<file path="config.mk">
export PLATFORM = sky130hd
export DESIGN_NAME = bram_frame_ctrl
export DESIGN_NICKNAME = d
export VERILOG_FILES = /design/src/rtl/bram_frame_ctrl_pkg.sv /design/src/rtl/bram_frame_ptr.sv /design/src/rtl/bram_frame_ctrl.sv
export SDC_FILE = /design/constraint.sdc
export NUM_CORES = 1
export LEC_CHECK = 0
export BUFFER_PORTS_ARGS = -buffer_cell sky130_fd_sc_hd__buf_4
export CAP_MARGIN = 20
export CORE_MARGIN = 8
export CORE_UTILIZATION = 46
export DETAILED_ROUTE_END_ITERATION = 16
export GPL_ROUTABILITY_DRIVEN = 0
export HOLD_SLACK_MARGIN = 0.03
export PLACE_DENSITY = 0.87
export SLEW_MARGIN = 10
export SYNTH_ARGS = -nofsm -noshare
export SYNTH_HDL_FRONTEND = slang
export SYNTH_HIERARCHICAL = 1
export SYNTH_SLANG_ARGS = --single-unit
</file>
<file path="constraint.sdc">
create_clock -name clk -period 6.99 [get_ports clk]
set_input_delay 1.398 -clock clk [delete_from_list [all_inputs] [get_ports clk]]
set_output_delay 1.398 -clock clk [all_outputs]
set_load 0.05 [all_outputs]
</file>
<file path="src/rtl/bram_frame_ctrl_pkg.sv">
// Shared defaults, address-width helper and read-FSM encoding for the
// ThresholdCutter sample-BRAM frame controller.
package bram_frame_ctrl_pkg;

  localparam int BFC_BLOCK_NUM_INDEX   = 6;
  localparam int BFC_BLOCK_DEPTH_INDEX = 9;
  localparam int BFC_BLOCK_WIDTH       = 32;
  localparam int BFC_ADDR_W            = BFC_BLOCK_NUM_INDEX + BFC_BLOCK_DEPTH_INDEX;

  typedef enum logic [0:0] {
    IDLE   = 1'b0,
    STREAM = 1'b1
  } rd_state_e;

  function automatic int addr_width(input int num_idx, input int depth_idx);
    return num_idx + depth_idx;
  endfunction

endpackage

</file>
<file path="src/rtl/bram_frame_ptr.sv">
// Block/offset pointer: offset counts words, block advances when the offset
// wraps; wrap_o flags the increment that completes a frame.
module bram_frame_ptr
  import bram_frame_ctrl_pkg::*;
#(
  parameter int BLK_W = BFC_BLOCK_NUM_INDEX,
  parameter int OFF_W = BFC_BLOCK_DEPTH_INDEX
) (
  input  logic             clk,
  input  logic             rst_n,
  input  logic             clr_i,
  input  logic             inc_i,
  output logic [BLK_W-1:0] blk_o,
  output logic [OFF_W-1:0] off_o,
  output logic             wrap_o
);

  logic [BLK_W-1:0] blk_q, blk_d;
  logic [OFF_W-1:0] off_q, off_d;

  assign wrap_o = inc_i && !clr_i && (off_q == '1);
  assign blk_o  = blk_q;
  assign off_o  = off_q;

  always_comb begin
    blk_d = blk_q;
    off_d = off_q;
    if (clr_i) begin
      blk_d = '0;
      off_d = '0;
    end else if (inc_i) begin
      off_d = off_q + 1'b1;
      if (off_q == '1) blk_d = blk_q + 1'b1;
    end
  end

  always_ff @(posedge clk or negedge rst_n) begin
    if (!rst_n) begin
      blk_q <= '0;
      off_q <= '0;
    end else begin
      blk_q <= blk_d;
      off_q <= off_d;
    end
  end

endmodule

</file>
<file path="src/rtl/bram_frame_ctrl.sv">
// Circular frame queue over the sample BRAM: write side fills frames, read FSM
// streams complete frames oldest-first.  state | meaning: IDLE | waiting for rd_en
// and a complete frame; STREAM | presenting words of frame rd_blk.
module bram_frame_ctrl
  import bram_frame_ctrl_pkg::*;
#(
  parameter int BLOCK_NUM_INDEX   = BFC_BLOCK_NUM_INDEX,
  parameter int BLOCK_DEPTH_INDEX = BFC_BLOCK_DEPTH_INDEX,
  parameter int BLOCK_WIDTH       = BFC_BLOCK_WIDTH,
  parameter int AW                = addr_width(BLOCK_NUM_INDEX, BLOCK_DEPTH_INDEX)
) (
  input  logic                   clk,
  input  logic                   rst_n,
  input  logic                   clr,
  input  logic                   in_valid,
  input  logic [BLOCK_WIDTH-1:0] in_data,
  output logic                   in_ready,
  input  logic                   rd_en,
  output logic                   out_valid,
  output logic [BLOCK_WIDTH-1:0] out_data,
  output logic                   out_last,
  input  logic                   out_ready,
  output logic [BLOCK_NUM_INDEX:0] full_cnt,
  output logic                   bram_wen,
  output logic [BLOCK_WIDTH-1:0] bram_wdata,
  output logic [AW-1:0]          bram_waddr,
  output logic [AW-1:0]          bram_raddr,
  input  logic [BLOCK_WIDTH-1:0] bram_rdata
);

  localparam logic [BLOCK_NUM_INDEX:0] MAX_FRAMES = {1'b1, {BLOCK_NUM_INDEX{1'b0}}};

  rd_state_e                    state_q;
  logic                         out_valid_q;
  logic [BLOCK_NUM_INDEX:0]     full_cnt_q, full_cnt_d;
  logic [BLOCK_NUM_INDEX-1:0]   wr_blk, rd_blk;
  logic [BLOCK_DEPTH_INDEX-1:0] wr_off, rd_off;
  logic                         wr_fire, rd_fire, wr_done, rd_done;

  // rst_n gates ready so nothing is accepted while the queue is held in reset.
  assign in_ready   = rst_n && !clr && (full_cnt_q != MAX_FRAMES);
  assign wr_fire    = in_valid && in_ready;
  assign bram_wen   = wr_fire;
  assign bram_wdata = in_data;
  assign bram_waddr = {wr_blk, wr_off};

  assign rd_fire    = out_valid_q && out_ready && !clr;
  assign out_valid  = out_valid_q;
  assign out_data   = bram_rdata;
  assign out_last   = out_valid_q && (rd_off == '1);
  assign bram_raddr = {rd_blk, rd_off};
  assign full_cnt   = full_cnt_q;

  bram_frame_ptr #(.BLK_W(BLOCK_NUM_INDEX), .OFF_W(BLOCK_DEPTH_INDEX)) u_wr_ptr (
    .clk    (clk),
    .rst_n  (rst_n),
    .clr_i  (clr),
    .inc_i  (wr_fire),
    .blk_o  (wr_blk),
    .off_o  (wr_off),
    .wrap_o (wr_done)
  );

  // Read offset is back at zero after every retirement, so IDLE shows {rd_blk, 0}.
  bram_frame_ptr #(.BLK_W(BLOCK_NUM_INDEX), .OFF_W(BLOCK_DEPTH_INDEX)) u_rd_ptr (
    .clk    (clk),
    .rst_n  (rst_n),
    .clr_i  (clr),
    .inc_i  (rd_fire),
    .blk_o  (rd_blk),
    .off_o  (rd_off),
    .wrap_o (rd_done)
  );

  always_comb begin
    full_cnt_d = full_cnt_q;
    if (clr) begin
      full_cnt_d = '0;
    end else if (wr_done && !rd_done) begin
      full_cnt_d = full_cnt_q + 1'b1;
    end else if (rd_done && !wr_done) begin
      full_cnt_d = full_cnt_q - 1'b1;
    end
  end

  always_ff @(posedge clk or negedge rst_n) begin
    if (!rst_n) begin
      state_q     <= IDLE;
      out_valid_q <= 1'b0;
      full_cnt_q  <= '0;
    end else begin
      full_cnt_q <= full_cnt_d;
      if (clr) begin
        state_q     <= IDLE;
        out_valid_q <= 1'b0;
      end else begin
        case (state_q)
          IDLE: begin
            if (rd_en && (full_cnt_q != '0)) begin
              state_q     <= STREAM;
              out_valid_q <= 1'b1;
            end
          end
          STREAM: begin
            if (rd_done) begin
              state_q     <= IDLE;
              out_valid_q <= 1'b0;
            end
          end
          default: begin
            state_q     <= IDLE;
            out_valid_q <= 1'b0;
          end
        endcase
      end
    end
  end

endmodule
</file>
# Word-level counts from Yosys, hierarchy flattened
# Cells that the tools add are included.
dict set report word_totals {
  ff_bits 39
  latchBits 0
  ram_bits 0
  rom_bits 0
  inputBits 70
  wordCells 65
  memories 0
}
dict set report classes {
  addsub 6
  multipliers 0
  n_div 0
  magnitude_cmp 0
  n_eq_ne 5
  shifts 0
  mux 21
  bitwise_logic 1
  n_reduce_logical 25
}
# operator n
set ops {}
lappend ops {{two-way mux 6 bit} 6}
lappend ops {{two-way mux 9 bit} 4}
lappend ops {{two-way mux 7 bit} 3}
lappend ops {{adder 9 x 1 -> 9 bit (second input constant)} 2}
lappend ops {{equality test 9 bit (second input constant)} 2}
lappend ops {{logical AND 1 bit} 13}
lappend ops {{adder 6 x 1 -> 6 bit (second input constant)} 2}
lappend ops {{nonzero test 2 bit} 4}
lappend ops {{adder 7 x 1 -> 7 bit (second input constant)} 1}
lappend ops {{inequality test 7 bit (second input constant)} 1}
lappend ops {{nonzero test 7 bit} 1}
lappend ops {{subtractor 7 x 1 -> 7 bit (second input constant)} 1}
lappend ops {{two-way mux 1 bit} 6}
lappend ops {{AND reduction 2 bit} 3}
lappend ops {{case mux 1 bit (2 select lines)} 2}
lappend ops {{zero test 1 bit} 3}
lappend ops {{inequality test 3 x 2 -> 1 bit (second input constant)} 1}
lappend ops {{inequality test 3 bit (second input constant)} 1}
lappend ops {{nonzero test 3 bit} 1}
lappend ops {{inverter 1 bit} 1}

# Logic depth before layout (Yosys ltp)
# Gate-level depths: netlist of run 1.
dict set report logic_depth {
  word_depth 11
  ltp_mapped 14
  depth_no_buf 14
}

# Cells and area by module
# Netlist of run 1, hierarchy kept.
# module instances cells_each area_each_um2
set by_module_without_submodules {}
lappend by_module_without_submodules {bram_frame_ctrl 1 148 1188.6}
lappend by_module_without_submodules {{bram_frame_ptr (u_wr_ptr)} 1 75 735.7}
lappend by_module_without_submodules {{bram_frame_ptr (u_rd_ptr)} 1 75 734.5}

# Least setup slack after synthesis of run 1
# No wires, ideal clock.
dict set report synth_path {
  path_type {input -> register}
  start {in clr}
  end {reg full_cnt_q[6] (netlist: full_cnt[6])}
  arrival_ns 4.964
  path_slack_ns 1.899
  cell_stages 12
  path_buffers 1
  cell_sequence {nand2b_1 a41oi_1 and2_1 buf_6 nand2_1 nor2_1 nand2b_1 ha_1 nor2b_4 o31a_1 a311oi_1 mux2_1}
}
dict set report synth_via {
  elab_chain_len 9
  elab_cells_between_ends 16
  classes_between {mux (2); reduce/logical (14)}
}
# element line_no
set synth_lines {}
lappend synth_lines {{from (decl)} bram_frame_ctrl.sv:14} ;# input logic clr,
lappend synth_lines {{zero test 1 bit (*)} bram_frame_ctrl.sv:41} ;# assign in_ready = rst_n && !clr && (full_cnt_q != MAX_FRAMES);
lappend synth_lines {{logical AND 1 bit (*) (2 in a row)} bram_frame_ctrl.sv:41}
lappend synth_lines {{net in_ready} bram_frame_ctrl.sv:17} ;# output logic in_ready,
lappend synth_lines {{logical AND 1 bit (*)} bram_frame_ctrl.sv:42} ;# assign wr_fire = in_valid && in_ready;
lappend synth_lines {{net bram_wen} bram_frame_ctrl.sv:24} ;# output logic bram_wen,
lappend synth_lines {{logical AND 1 bit (*) (2 in a row)} bram_frame_ptr.sv:21} ;# assign wrap_o = inc_i && !clr_i && (off_q == '1);
lappend synth_lines {{net wr_done} bram_frame_ctrl.sv:38} ;# logic wr_fire, rd_fire, wr_done, rd_done;
lappend synth_lines {{logical AND 1 bit or zero test 1 bit (tied branches)} {bram_frame_ctrl.sv:79, bram_frame_ctrl.sv:81}}
lappend synth_lines {{two-way mux 7 bit or logical AND 1 bit (tied branches)} {bram_frame_ctrl.sv:79, bram_frame_ctrl.sv:81}}
lappend synth_lines {{two-way mux 7 bit or nonzero test 3 bit (tied branches)} --}
lappend synth_lines {{to (signal assigned)} bram_frame_ctrl.sv:92} ;# full_cnt_q <= full_cnt_d;
lappend synth_lines {{to (decl)} bram_frame_ctrl.sv:35} ;# logic [BLOCK_NUM_INDEX:0] full_cnt_q, full_cnt_d;
# Mark *: on every way through the listed nets, which the timed path passes. The rest lies on a longest branch.
# A chain may end at the register's enable or synchronous reset.

# Worst setup path after layout of run 1
dict set report layout_path {
  start {in clr}
  end {reg full_cnt_q[6] (netlist: full_cnt[6])}
}
dict set report layout_via {
  elab_cells_between_ends 16
  classes_between {mux (2); reduce/logical (14)}
}
# element line_no
set layout_rtl {}
lappend layout_rtl {{zero test 1 bit (*)} bram_frame_ctrl.sv:47} ;# assign rd_fire = out_valid_q && out_ready && !clr;
lappend layout_rtl {{logical AND 1 bit (*)} bram_frame_ctrl.sv:47}
lappend layout_rtl {{net rd_fire} bram_frame_ctrl.sv:38}
lappend layout_rtl {{logical AND 1 bit (*) (2 in a row)} bram_frame_ptr.sv:21}
lappend layout_rtl {{net rd_done} bram_frame_ctrl.sv:38}
lappend layout_rtl {{zero test 1 bit} bram_frame_ctrl.sv:79} ;# end else if (wr_done && !rd_done) begin
lappend layout_rtl {{logical AND 1 bit} bram_frame_ctrl.sv:79}
lappend layout_rtl {{two-way mux 7 bit} bram_frame_ctrl.sv:79}
lappend layout_rtl {{two-way mux 7 bit} bram_frame_ctrl.sv:77} ;# if (clr) begin
# Marked as above.

==> results_dict.tcl, run 1 <==
set metrics [dict create \
    ys_types 40 \
    cts_resized 0 \
    final_core_util_pct 48.5 \
    grt_pass1_wl_um 9560 \
    r2r_start "out_valid$_DFFE_PN0P_" \
    hold_depth 1 \
    end_kind "flip-flop" \
    leakage_nw 1.24 \
    ys_top_cells_by_area "dfrtp_1 37%, buf_4 18%, ha_1 5.6%" \
    cts.reportedPaths.clkPinSlew_ns 0.08 \
    hold_class "flip-flop to flip-flop" \
    avgSynthCellArea_um2 8.92 \
    syn-num-nets 381 \
    crit_path_max_fanout 47 \
    synthMuxAreaShare_pct 1.93 \
    slew_viol_final 0 \
    area_delta_synth_final_pct 1.13 \
    synth_area_um2 2660 \
    cts_buffers 5 \
    reg2reg_depth 12 \
    finClkSkew_ns 0.00500 \
    fp.coreArea_um2 5540 \
    min_to "out_valid$_DFFE_PN0P_" \
    synth_edf_count 0 \
    finalNetCount 362 \
    portBuffers 46 \
    wl_per_cell_um 15.8 \
    clk_path_buf_depth 2 \
    finalCritPeriodShare_pct 66.7 \
    grt_pass1_vias 2005 \
    cts_max_level 2 \
    crit_type "input pin to flip-flop" \
    async_flop_share_pct 100 \
    viasPerCell 5.59 \
    whs_ns 0.518 \
    min_from "state_q$_DFF_PN0_" \
    num_vias 1967 \
    die_y_um 92.0 \
    place_area_um2 2570 \
    worst_slew_pin_slew_ns 0.802 \
    syn-instance-count 298 \
    io_pins 175 \
    synth_top_area_cell "dfrtp_1" \
    yosysWarningCount 6 \
    drt_iter0_drc 119 \
    fmax_mhz 215 \
    cts_hold_buffers 0 \
    ant_nets 0 \
    ys_ff_latch 39 \
    yosysMostFrequentCell "buf_4" \
    die-area_um2 8470 \
    synth_top_family_by_area "buffers and inverters" \
    setup-violations-final 0 \
    ys_seq_area_share_pct 36.7 \
    synth_compound_area_share_pct 9.74 \
    hpwlAfterDp_um 4070 \
    slew_headroom_pct 46.3 \
    rrSetupSlack_ns 3.28 \
    initial_core_util_pct 48.0 \
    cts-root-buf "clkbuf_8" \
    antenna_cells 0 \
    cts.sinks 39 \
    synth_common_cells "65 x buf_4, 39 x dfrtp_1, 35 x nor2_1" \
    finalCriticalPeriod_ns 4.66 \
    maxCapViolCount 0 \
    synth_fa_ha_area_share_pct 6.40 \
    synth-simple-area-share_pct 20.3 \
    fp.dieW_um 92.0 \
    r2r_end "full_cnt[6]$_DFFE_PN0P_" \
    cp.arrival_ns 4.83 \
    drive_above_1_share_pct 21.4 \
    hold_violations 0 \
    synth_top_area_share_pct 36.7 \
    num_rows 27 \
    final_area_um2 2690 \
    wl_um 5580 \
    fin_setup_tns_ns 0 \
    rsz0062_at_grt "no" \
    grt_remaining_overflow 0 \
    grt_max_degree 48 \
    vdd_drop_max_uv 78.9 \
    antenna_found_initial 0 \
    run_status "completed" \
    power_density_nw_per_um2 164 \
    synth_xor_area_share_pct 4.28 \
    firstDrtPassIters 4 \
    clock_latency_ns 0.29 \
    drcViolationCount 0 \
    post-cts-setup-buffer-count 0 \
    required_ns 7.16 \
    grt.total_usage_pct 13.5 \
    cts_tree "done" \
    critPathLaunchType "input pin" \
    synthFlopType "dfrtp_1" \
]
==> worst max path at each step <==
stage | from | end | slack, ns | depth (start not counted)
after floorplan | clr | full_cnt[6]$_DFFE_PN0P_ | 1.90 | 12
after global placement | clr | full_cnt[6]$_DFFE_PN0P_ | 2.25 | 12
after detailed placement | clr | full_cnt[6]$_DFFE_PN0P_ | 2.09 | 12
after CTS | clr | full_cnt[6]$_DFFE_PN0P_ | 2.40 | 12
after global routing | clr | full_cnt[6]$_DFFE_PN0P_ | 2.09 | 12
final | clr | full_cnt[6]$_DFFE_PN0P_ | 2.33 | 12
==> cell type report <==
cell class	instances	area [um^2]
multi-input cells	180	1130
fillers	536	2850
clock inverters	2	35.0
clock buffers	6	82.6
repair buffers	46	345
inverters	7	26.3
well taps	72	90.1
flip-flops and latches	39	976
==> sequential cells by signal (all words and copies together), names as in the netlist <==
signal / cells
state_q: 1
u_wr_ptr/off_o: 9
u_rd_ptr/blk_o: 6
full_cnt: 7
u_wr_ptr/blk_o: 6
out_valid: 1
u_rd_ptr/off_o: 9
==> placed cells by master (no fill, tap or decap), drive strengths merged <==
cell type,instances
nor2b,2
o31a,2
fa,1
and2b,1
o31ai,1
a21oi,20
nor3b,1
buf,46
a21boi,1
nand2,15
xnor2,3
xor2,10
mux2,1
a311oi,1
clkbuf,6
nand4,11
or3,12
nor4,1
and2,2
nor3,2
o21ai,14
nor2,35
a221oi,1
nor4b,1
nand2b,3
o21a,1
ha,12
clkinv,1
dfrtp,39
inv,7
or4,2
o211ai,2
nand3,16
mux2i,4
a211oi,1
a41oi,1
bufinv,1
==> logic make-up (layout without fill, tap and decap cells) <==
| group | Yosys count | in the layout |
|---|---|---|
| simple gates | 104 | 104 |
| buf+inv | 79 | 61 |
| compound gates | 45 | 45 |
| flops | 39 | 39 |
| fa+ha+maj | 13 | 13 |
| xor+xnor | 13 | 13 |
| mux | 5 | 5 |
==> worst max-delay path, stage by stage <==
cell,delay (ns)
buf_4,0.25
nor2_1,0.68
nand2_1,0.22
nor2_1,0.27
nand2b_1,0.36
inv_1,0.13
fa_1,0.46
nor2b_4,0.15
o31a_1,0.20
nor4_2,0.07
a311oi_1,0.27
mux2_1,0.36
==> routing by layer <==
layer | vias up | wire (um) | track usage [%]
li1 | 923 | - | -
met1 | 937 | 2120 | 14.7
met2 | 85 | 2760 | 21.5
met3 | 22 | 577 | 6.93
met4 | 0 | 119 | 6.17
met5 | - | 0 | 0
==> through the flow <==
step / cells / total power [mW] / worst slack [ns]
finish: 352 / 0.441 / 2.33
global route: 352 / 0.461 / 2.09
CTS: 352 / 0.447 / 2.40
detailed placement: 344 / 0.250 / 2.09
global placement: 344 / 0.250 / 2.25
floorplan: 298 / 0.339 / 1.90
==> report_power, final <==
group	switching [mW]	leakage [nW]	internal [mW]
Sequential	0.000781	0.545	0.226
Clock	0.0808	0.0612	0.116
Combinational	0.0141	0.633	0.00437
Power figures use the tool's default switching activity.
==> inputs of run 2 (changes only) <==
- CORE_UTILIZATION: 46 -> 39
- PLACE_DENSITY: 0.87 -> 0.78
- clock period: 6.99 -> 3.9 ns (I/O delays scaled with it)
==> results_dict.tcl, run 2 (same netlist as run 1, synthesis figures left out) <==
set metrics [dict create \
    drt_iter0_drc 87 \
    wl_um 5390 \
    cts_tree "done" \
    slew_viol_final 0 \
    area_delta_synth_final_pct 2.31 \
    hold_violations 0 \
    antenna_found_initial 0 \
    cp.arrival_ns 3.59 \
    worst_slew_pin_slew_ns 0.505 \
    rsz0062_at_grt "no" \
    whs_ns 0.516 \
    firstDrtPassIters 4 \
    fin_setup_tns_ns 0 \
    die-area_um2 9720 \
    maxCapViolCount 0 \
    crit_type "flip-flop to flip-flop" \
    clk_path_buf_depth 2 \
    io_pins 175 \
    end_kind "flip-flop" \
    finalNetCount 366 \
    fp.dieW_um 98.6 \
    fp.coreArea_um2 6680 \
    cts_resized 0 \
    setup-violations-final 0 \
    vdd_drop_max_uv 110 \
    grt_max_degree 40 \
    die_y_um 98.6 \
    cts-root-buf "clkbuf_8" \
    leakage_nw 1.24 \
    finClkSkew_ns 0.00604 \
    grt_remaining_overflow 0 \
    cts_max_level 2 \
    post-place-ws_ns 0.306 \
    slew_headroom_pct 66.3 \
    num_vias 1898 \
    finalCriticalPeriod_ns 3.42 \
    drive_above_1_share_pct 23.2 \
    cts.sinks 39 \
    grt_pass1_vias 1882 \
    hold_class "flip-flop to flip-flop" \
    post-cts-setup-buffer-count 0 \
    clock_latency_ns 0.29 \
    fillers 653 \
    cts_buffers 5 \
    cts.reportedPaths.clkPinSlew_ns 0.08 \
    final_common_cell "buf_4" \
    run_status "completed" \
    ant_nets 0 \
    wl_per_cell_um 14.8 \
    viasPerCell 5.21 \
    required_ns 4.08 \
    fmax_mhz 293 \
    hpwlAfterDp_um 3980 \
    finalCritPeriodShare_pct 87.6 \
    drcViolationCount 0 \
    place_area_um2 2630 \
    power_density_nw_per_um2 264 \
    initial_core_util_pct 39.8 \
    grt_pass1_wl_um 9080 \
    final_cell_mix "50 x buf_4, 39 x dfrtp_1, 35 x nor2_1, 20 x a21oi_1, 16 x nand3_1" \
    antenna_cells 0 \
    portBuffers 46 \
    crit_path_max_fanout 9 \
    layout_setup_ws_ns 0.483 \
    grt.total_usage_pct 11.1 \
    cts_hold_buffers 0 \
    final_area_um2 2720 \
    num_rows 30 \
    critPathLaunchType "flip-flop" \
]
-- run 2: cell type report --
class	count	area [um^2]	area share, %
multi-input cells	180	1150	42.4
flip-flops and latches	39	976	35.9
clock inverters	3	20.0	0.736
well taps	80	100	3.68
repair buffers	50	375	13.8
inverters	7	26.3	0.966
clock buffers	5	68.8	2.53
-- run 2: report_power, final --
part	internal (mW)	switching, mW
Sequential	0.405	0.00131
Clock	0.125	0.151
Combinational	0.0102	0.0266
Total	0.539	0.178
-- run 2: routing by layer --
layer  routed length, um  GRT usage (%)  vias up  share of wire [%]
li1                    -              -      933                  -
met1                2430           13.3      900                 45
met2                2510           17.8       46                 46
met3                 362           3.45       19                6.7
met4                  94           5.08        0                1.7
met5                   0              0        -                  0
-- run 2: worst paths after layout --
| kind | start | endpoint | slack [ns] | cells past startpoint |
|---|---|---|---|---|
| setup reg to reg | u_rd_ptr/off_o[0]$_DFFE_PN0P_ | full_cnt[6]$_DFFE_PN0P_ | 0.48 | 14 |
| hold reg to reg | state_q$_DFF_PN0_ | out_valid$_DFFE_PN0P_ | 0.52 | 1 |
| max in group asynchronous | rst_n | full_cnt[2]$_DFFE_PN0P_ | 2.99 | 2 |
| min in group asynchronous | rst_n | u_rd_ptr/blk_o[3]$_DFFE_PN0P_ | 0.56 | 2 |
| setup / recovery | u_rd_ptr/off_o[0]$_DFFE_PN0P_ | full_cnt[6]$_DFFE_PN0P_ | 0.48 | 14 |
| hold / removal | state_q$_DFF_PN0_ | out_valid$_DFFE_PN0P_ | 0.52 | 1 |
-- run 2: per-stage QoR --
stage                     utilization (%)  std cells  power [mW]
final                                40.7        364       0.718
after global routing                 40.7        364       0.756
after CTS                            40.7        364       0.739
after detailed placement             39.4        356       0.452
after global placement               39.4        356       0.452
after floorplan                         -        298       0.609
-- run 2: worst max-delay path, stage by stage (launching register included) --
cell,delay [ns]
dfrtp_1,0.44
ha_1,0.22
nand3_1,0.08
nor2_1,0.10
ha_1,0.23
nand2_1,0.12
nor2_1,0.21
nand2b_1,0.33
inv_1,0.11
fa_1,0.43
nor2b_4,0.14
o31a_1,0.19
nor4_2,0.07
a311oi_1,0.27
mux2_1,0.34
